--- config.mk ---
export PLATFORM = sky130hd
export DESIGN_NAME = regfile_wb_scheduler_flat
export DESIGN_NICKNAME = d
export VERILOG_FILES = /design/src/rtl/regfile_wb_scheduler_pkg.sv /design/src/rtl/regfile_wb_scheduler_if.sv /design/src/rtl/regfile_wb_scheduler_rr_arbiter2.sv /design/src/rtl/regfile_wb_scheduler.sv /design/src/flat_wrapper.sv
export SDC_FILE = /design/constraint.sdc
export NUM_CORES = 1
export LEC_CHECK = 0
export ABC_CLOCK_PERIOD_IN_PS = 2600
export CAP_MARGIN = 10
export CORE_MARGIN = 5
export CORE_UTILIZATION = 44
export DETAILED_ROUTE_END_ITERATION = 7
export HOLD_SLACK_MARGIN = 0.1
export PLACE_DENSITY = 0.86
export SETUP_SLACK_MARGIN = 0.15
export SYNTH_ARGS = -nofsm -noshare
export SYNTH_HDL_FRONTEND = slang
export SYNTH_SLANG_ARGS = --single-unit
--- constraint.sdc ---
create_clock -name clk -period 2.6 [get_ports clk]
set_input_delay 0.39 -clock clk [delete_from_list [all_inputs] [get_ports clk]]
set_output_delay 0.39 -clock clk [all_outputs]
set_load 0.02 [all_outputs]
--- src/rtl/regfile_wb_scheduler_pkg.sv ---
// Shared constants and types for the NeanderRV64 writeback scheduler.
package regfile_wb_scheduler_pkg;

    localparam int unsigned REG_COUNT  = 32;
    localparam int unsigned REG_ADDR_W = 5;
    localparam int unsigned NUM_WB_SRC = 2;
    localparam int unsigned XLEN       = 64;

    typedef struct packed {
        logic [REG_ADDR_W-1:0] rd;
        logic [XLEN-1:0]       data;
    } wb_req_t;

endpackage

--- src/rtl/regfile_wb_scheduler_if.sv ---
// Writeback request bundle: per-source valid/rd/data with a per-source ready.
interface regfile_wb_scheduler_if
    import regfile_wb_scheduler_pkg::*;
#(
    parameter int unsigned N = XLEN
);
    logic [NUM_WB_SRC-1:0] wb_valid;
    logic [NUM_WB_SRC-1:0] wb_ready;
    logic [REG_ADDR_W-1:0] wb_rd   [NUM_WB_SRC];
    logic [N-1:0]          wb_data [NUM_WB_SRC];

    modport master (output wb_valid, output wb_rd, output wb_data, input wb_ready);
    modport slave  (input wb_valid, input wb_rd, input wb_data, output wb_ready);
endinterface

--- src/rtl/regfile_wb_scheduler_rr_arbiter2.sv ---
// Two-way round-robin arbiter; the last-granted pointer resets to 1 so source 0 wins first.
module rr_arbiter2 (
    input  logic       clk,
    input  logic       rst_n,
    input  logic [1:0] valid,
    output logic [1:0] ready,
    output logic       grantIdx
);

    logic last;

    always_comb begin
        ready    = 2'b00;
        grantIdx = 1'b0;
        unique case (valid)
            2'b01: ready = 2'b01;
            2'b10: begin
                ready    = 2'b10;
                grantIdx = 1'b1;
            end
            2'b11: begin
                // Contention: favour whichever source was not granted last.
                grantIdx = ~last;
                ready    = last ? 2'b01 : 2'b10;
            end
            default: ;
        endcase
    end

    always_ff @(posedge clk or negedge rst_n) begin
        if (!rst_n) begin
            last <= 1'b1;
        end else if (|ready) begin
            last <= grantIdx;
        end
    end

endmodule

--- src/rtl/regfile_wb_scheduler.sv ---
// Shares the RegisterFile write port between ALU and LSU writebacks and tracks
// per-register busy bits so decode can stall on RAW/WAW hazards.
module regfile_wb_scheduler
    import regfile_wb_scheduler_pkg::*;
#(
    parameter int unsigned N = XLEN
) (
    input  logic                   clk,
    input  logic                   rst_n,
    regfile_wb_scheduler_if.slave  wb,
    input  logic                   issue_valid,
    input  logic [REG_ADDR_W-1:0]  issue_rd,
    output logic                   issue_ready,
    input  logic [REG_ADDR_W-1:0]  rs1,
    input  logic [REG_ADDR_W-1:0]  rs2,
    output logic                   rs1_busy,
    output logic                   rs2_busy,
    output logic                   writeEnable,
    output logic [REG_ADDR_W-1:0]  rd,
    output logic [N-1:0]           writerData
);

    logic                 grantIdx;
    logic                 accept;
    wb_req_t              grantReq;
    logic [REG_COUNT-1:0] busyQ;
    logic [REG_COUNT-1:0] busyD;

    rr_arbiter2 u_arb (
        .clk      (clk),
        .rst_n    (rst_n),
        .valid    (wb.wb_valid),
        .ready    (wb.wb_ready),
        .grantIdx (grantIdx)
    );

    // Ready is only ever raised for a valid source, so any ready bit is a transfer.
    assign accept = |wb.wb_ready;

    always_comb begin
        grantReq.rd   = wb.wb_rd[grantIdx];
        grantReq.data = wb.wb_data[grantIdx];
    end

    always_ff @(posedge clk or negedge rst_n) begin
        if (!rst_n) begin
            writeEnable <= 1'b0;
            rd          <= '0;
            writerData  <= '0;
        end else if (accept) begin
            writeEnable <= (grantReq.rd != '0);
            rd          <= grantReq.rd;
            writerData  <= grantReq.data;
        end else begin
            writeEnable <= 1'b0;
        end
    end

    assign issue_ready = (issue_rd == '0) || !busyQ[issue_rd];
    assign rs1_busy    = busyQ[rs1];
    assign rs2_busy    = busyQ[rs2];

    // Clear first so a same-cycle issue to the committing register keeps it busy.
    always_comb begin
        busyD = busyQ;
        if (writeEnable) begin
            busyD[rd] = 1'b0;
        end
        if (issue_valid && issue_ready && (issue_rd != '0)) begin
            busyD[issue_rd] = 1'b1;
        end
        busyD[0] = 1'b0;
    end

    always_ff @(posedge clk or negedge rst_n) begin
        if (!rst_n) begin
            busyQ <= '0;
        end else begin
            busyQ <= busyD;
        end
    end

endmodule

--- src/flat_wrapper.sv ---
// flat-port wrapper written by rule: the top's interface ports become plain ports
module regfile_wb_scheduler_flat import regfile_wb_scheduler_pkg::*;
#(
    parameter int unsigned N = XLEN
)
  (clk, rst_n, issue_valid, issue_rd, issue_ready, rs1, rs2, rs1_busy, rs2_busy, writeEnable, rd, writerData, wb_wb_valid, wb_wb_rd, wb_wb_data, wb_wb_ready);
  regfile_wb_scheduler_if #(.N(N)) wb_i ();
  input  logic clk;
  input  logic rst_n;
  input  logic issue_valid;
  input  logic [REG_ADDR_W-1:0] issue_rd;
  output logic issue_ready;
  input  logic [REG_ADDR_W-1:0] rs1;
  input  logic [REG_ADDR_W-1:0] rs2;
  output logic rs1_busy;
  output logic rs2_busy;
  output logic writeEnable;
  output logic [REG_ADDR_W-1:0] rd;
  output logic [N-1:0] writerData;
  input wire logic [$bits(wb_i.wb_valid)-1:0] wb_wb_valid;
  input wire logic [$bits(wb_i.wb_rd)-1:0] wb_wb_rd;
  input wire logic [$bits(wb_i.wb_data)-1:0] wb_wb_data;
  output wire logic [$bits(wb_i.wb_ready)-1:0] wb_wb_ready;
  assign wb_i.wb_valid = wb_wb_valid;
  assign wb_i.wb_rd = {>>{wb_wb_rd}};
  assign wb_i.wb_data = {>>{wb_wb_data}};
  assign wb_wb_ready = wb_i.wb_ready;
  regfile_wb_scheduler #(.N(N)) u_core (.clk(clk), .rst_n(rst_n), .wb(wb_i), .issue_valid(issue_valid), .issue_rd(issue_rd), .issue_ready(issue_ready), .rs1(rs1), .rs2(rs2), .rs1_busy(rs1_busy), .rs2_busy(rs2_busy), .writeEnable(writeEnable), .rd(rd), .writerData(writerData));
endmodule
== Word-level counts from Yosys, hierarchy flattened ==
Index checks and enable logic that the tools add are counted.

* Word-level logic and storage cells: 52
* Output and inout bits: 75
* Input port bits: 158
* Memory bits (writable): 0
* ROM bits: 0
* Bits in latches: 0
* Register bits: 102
* Memories: 0

* Shift operators: 0
* Reduce and logical (&&, ||, !) cells: 10
* Muxes and demuxes: 22
* Equality and inequality tests: 3
* Divide/modulo/power cells: 0
* Add/sub/neg operators: 0
* Bitwise gates (word level): 5
* Order comparisons: 7
* $mul: 0

{| class="wikitable"
|+ Operators by type and width
! operator !! count
|-
| 2-to-1 mux 64 bit || 3
|-
| 2-to-1 mux 32 bit || 2
|-
| AND 32 bit || 1
|-
| NOT 32 bit || 1
|-
| OR 32 bit || 1
|-
| less-than comparator 5 x 6 -> 1 bit (second input constant) || 4
|-
| binary-select mux 1 bit (select 5 bit) || 3
|-
| 2-to-1 mux 5 bit || 3
|-
| demux 1 bit (select 5 bit) || 2
|-
| >= comparator 5 x 1 -> 1 bit (second input constant) || 2
|-
| nonzero test 5 bit || 2
|-
| 2-to-1 mux 1 bit || 6
|-
| case mux 2 bit (3 select lines) || 1
|-
| zero test 5 bit || 1
|-
| equality test 2 bit (second input constant) || 2
|-
| logical AND 1 bit || 4
|-
| equality test 2 x 1 -> 1 bit (second input constant) || 1
|-
| >= comparator 2 bit (second input constant) || 1
|-
| 2-to-1 mux 2 bit || 1
|-
| NOT 1 -> 2 bit || 1
|-
| case mux 1 bit (2 select lines) || 1
|-
| OR reduction 2 bit || 1
|-
| zero test 1 bit || 1
|-
| logical OR 1 bit || 1
|-
| NOT 1 bit || 1
|}

== Logic depth before layout (Yosys ltp) ==
* Depth in word-level cells: 9
* Mapped depth: 8
* Gate-level depth less buffers: 5

== Cells and area by module ==
Synthesis repeated with hierarchy kept, for this count alone.

* Cell total of the unflattened synthesis: 528
* Area, all modules: 5406.4 um^2

{| class="wikitable"
|+ Modules (own cells, without submodules)
! module !! times used !! area an instance (um^2) !! sequential area each (um^2) !! cells each
|-
| regfile_wb_scheduler || 1 || 5345.1 || 2527.4 || 521
|-
| rr_arbiter2 || 1 || 61.3 || 26.3 || 7
|}

== Worst setup path before layout ==
No wires, ideal clock.

* Kind: input -> output
* Start: input issue_rd[0]
* End: output issue_ready
* Cell stages on the path: 5
* Path buffers: 1
* Setup slack: 0.002 ns
* Arrival: 2.208 ns
* Path through: buf_6 mux4_2 a32o_1 a211o_4 a2111oi_2

* Cells in the longest elaborated chain, start to end: 4

{| class="wikitable"
|+ Ends and longest elaborated chain
! element !! line !! source
|-
| start, declared || flat_wrapper.sv:11 || <nowiki>input logic [REG_ADDR_W-1:0] issue_rd;</nowiki>
|-
| binary-select mux 1 bit (select 5 bit) || regfile_wb_scheduler.sv:59 || <nowiki>assign issue_ready = (issue_rd == '0) || !busyQ[issue_rd];</nowiki>
|-
| 2-to-1 mux 1 bit (implied by the code) || regfile_wb_scheduler.sv:59 ||
|-
| zero test 1 bit || regfile_wb_scheduler.sv:59 ||
|-
| logical OR 1 bit * || regfile_wb_scheduler.sv:59 ||
|-
| end, declared || flat_wrapper.sv:12 || <nowiki>output logic issue_ready;</nowiki>
|}

Mark *: on every way between the ends. The rest lies on a longest branch, timed or not. The select of a mux whose other input is x is not followed.

== Worst setup path in the final report ==
* Start: register u_core.busyQ[7]
* End: output issue_ready

* Cells in the longest elaborated chain, start to end: 4

{| class="wikitable"
|+ Ends and longest elaborated chain
! element !! line !! source
|-
| start, declared || regfile_wb_scheduler.sv:26 || <nowiki>logic [REG_COUNT-1:0] busyQ;</nowiki>
|-
| start signal, assigned || regfile_wb_scheduler.sv:79 || <nowiki>busyQ <= busyD;</nowiki>
|-
| binary-select mux 1 bit (select 5 bit) || regfile_wb_scheduler.sv:59 ||
|-
| 2-to-1 mux 1 bit (implied by the code) || regfile_wb_scheduler.sv:59 ||
|-
| zero test 1 bit || regfile_wb_scheduler.sv:59 ||
|-
| logical OR 1 bit || regfile_wb_scheduler.sv:59 ||
|}

Every way passes these cells. The select of a mux whose other input is x is not followed.

==> impl_results.md <==
* CTS H-tree lvls at 3
* Die W at 123 µm
* Design Area, Final at 0.00881 mm²
* Leak pwr at 3.52 nW
* Worst Path Arrival at 2.23 ns
* Final Skew at 0.0134 ns
* IO buf count at 232
* Sequential area share after synthesis at 45.2%
* CTS tree: yes
* Clock Sinks at 102
* Final WL at 21000 µm
* Tot GR Track Use at 26.9%
* Slew margin rel. at 58.6%
* # placed instances at 1049
* Pre-CTS WS at -0.813 ns
* EDFF count, synth at 0
* Yosys reg bits at 102
* Worst Hold Class: in2reg
* Fin. Hold Viols at 0
* Failing checks: setup timing
* Die Span Y at 123 µm
* Rows at 41
* CTS clk-pin slew, worst paths at 0.07 ns
* CP Class: reg2out
* Final setup fails at 1
* Flop2flop setup slack at 0.54 ns
* Status: complete, but fails checks
* Clock insertion delay at the later pin of the skew report at 0.34 ns
* Antenna cells at 0
* Final worst setup slack at -0.0250 ns
* Final HPWL DP at 16100 µm
* Largest net degree at the start of global routing at 75
* Global-route wire length before repair at 31200 µm
* Post-placement cell area at 0.00846 mm²
* Hold_sp: wb_wb_valid[1]
* Unrepaired setup endpoints after global routing: true
* Distinct cells, synth at 43
* Syn-to-layout area delta at 55.8%
* Power Total at 6.25 mW
* Vias in the first global route at 5990
* CP Launch Type: flip-flop
* CTS Buffer Depth at 2
* Post-Synthesis Net Count at 793
* Synth area leaders: dfrtp_1, o21ai_0, a21oi_1
* Fmax at 0.381 GHz
* Period utilization at 101%
* DRC at 0
* First-pass detailed-route iteration total at 5
* Crit. Startpoint: u_core.busyQ[7]
* Max-cap violations at 0
* Post-Syn Area at 0.00565 mm²
* CP Max Fanout at 2
* Cells after Synth at 635
* DR WL/cell at 19.7 µm
* Num CTS Buffers at 9
* Worst-margin pin slew at 0.621 ns
* PwrDens at 710 mW/mm²
* Crit. End Element: output pin
* Worst flop-to-flop path startpoint: u_core.busyQ[7]
* Minimum clock period at 2.62 ns
* Worst EP required at 2.21 ns
* Post-Layout Cell Count at 1066
* Remaining antenna violation count at 0
* Total gr overflow at 0
* Root cell of the clock tree: clkbuf_16
* Top post-synthesis cells by count: dfrtp_1, o21ai_0, a21oi_1
* Nets at 1047
* Yosys warns at 0
* Initial antenna violation count at 0
* Total number of vias at 6086
* Area fraction of the dominant cell type after synthesis at 44.7%
* Initial Util at 44.8%
* Max-slew violations at 0
* Vias per cell at 5.71
* I/O pin count at 233
* Asr flop ratio synth at 100%
* DIE AREA at 0.0152 mm²
* Maximum vdd drop at 0.457 mV
* Initial DRC Count at 382
* GP Congestion at 1.00
* Commonest register cell after synthesis: dfrtp_1
* Core box area at 0.0126 mm²
* Yosys top cell by area: dfrtp_1
* Mean post-synth cell area at 8.90 µm²
* Count leader, synth: dfrtp_1
* Proportion of layout cells with a drive suffix above 1 at 12.5%
[layout by cell type (no fill, tap or decap), types with 3 or more instances in the layout]
master,Yosys,routed
clkbuf_16,0,9
dlygate4sd2_1,0,6
nor3b_1,4,4
or3b_2,4,4
o31ai_1,14,14
nor2b_1,4,4
nand3_1,10,10
a21oi_1,85,85
nor3_1,3,3
buf_4,0,56
mux2_2,7,7
o22ai_1,24,24
a31oi_1,6,6
buf_6,2,3
inv_1,9,9
mux4_2,14,14
dfrtp_1,101,101
nand3b_1,12,12
nand2_1,60,60
or3_1,3,3
nor2_1,55,55
nand2b_1,45,45
mux2i_1,9,9
or4_1,4,4
o21ai_0,92,92
clkdlybuf4s50_1,0,220
[kinds of logic after synthesis]
logic type             synth area share (%)
AOI/OAI and AO/OA                      23.6
and+or+nand+nor                        18.6
buffers and inverters                  4.07
DFF                                    45.2
muxes                                  8.57
[worst max-delay path: stages (launching register included)]
cell,delay [ns]
dfrtp_1,0.39
mux4_2,0.47
a32o_2,0.28
a211o_4,0.32
a2111oi_4,0.23
buf_4,0.20
[layer usage]
metal  vias up  part of all wire, %  GRT usage (%)  wire [µm]
met5         -                    0              0          0
met1      2893                   36           30.8       7530
li1       2809                    -              -          -
met3        51                  9.3           7.59       1950
met4         0                  3.4           9.69        713
met2       333                   52           47.7      10900
[report_power, final]
group / internal, mW / switching, mW / leakage [nW]
logic: 1.27 / 1.16 / 2.17
clock network: 0.881 / 0.596 / 0.158
registers: 1.98 / 0.370 / 1.19
total: 4.13 / 2.12 / 3.52
[registers in the layout, indices dropped and copies added (netlist names)]
signal	count
u_core.busyQ	31
u_core.rd	5
u_core.u_arb.last	1
u_core.writeEnable	1
u_core.writerData	64
[stage by stage]
step | hold WS, ns | TNS, ns | utilization, %
6_report | 0.428 | -0.0250 | 69.8
2_1_floorplan | 0.0944 | 0 | -
4_1_cts | 0.415 | -0.0209 | 69.8
5_1_grt | 0.465 | -0.0948 | 69.8
3_3_place_gp | 0.410 | -2.67 | 67.0
3_5_place_dp | 0.406 | -2.91 | 67.0
[timing repair]
action / 4_1_cts / 5_1_grt
endpoints found under the setup margin: 3 / 2
gates cloned: 0 / 0
gates resized for setup: 29 / 0
hold buffers: 1 / 0
endpoints found under the hold margin: 37 / 0
pin swaps: 3 / 0
setup buffers: 0 / 0
[path summary, 6_finish.rpt]
kind,to,cells after the start
max,issue_ready,5
min,u_core.u_arb.last,3
max reg2reg,u_core.busyQ[8],5
min reg2reg,u_core.writerData[52],2
max in group asynchronous,u_core.rd[3],3
min in group asynchronous,u_core.writerData[27],2
[area by class of cell]
class | instances | area (µm²)
Fill cell | 999 | 3810
Multi-Input combinational cell | 476 | 2890
Timing Repair Buffer | 291 | 2780
Sequential cell | 102 | 2550
Clock buffer | 11 | 243
Tap cell | 172 | 215
Clock inverter | 5 | 87.6
Inverter | 9 | 33.8
(Power assumes the default switching activity.)
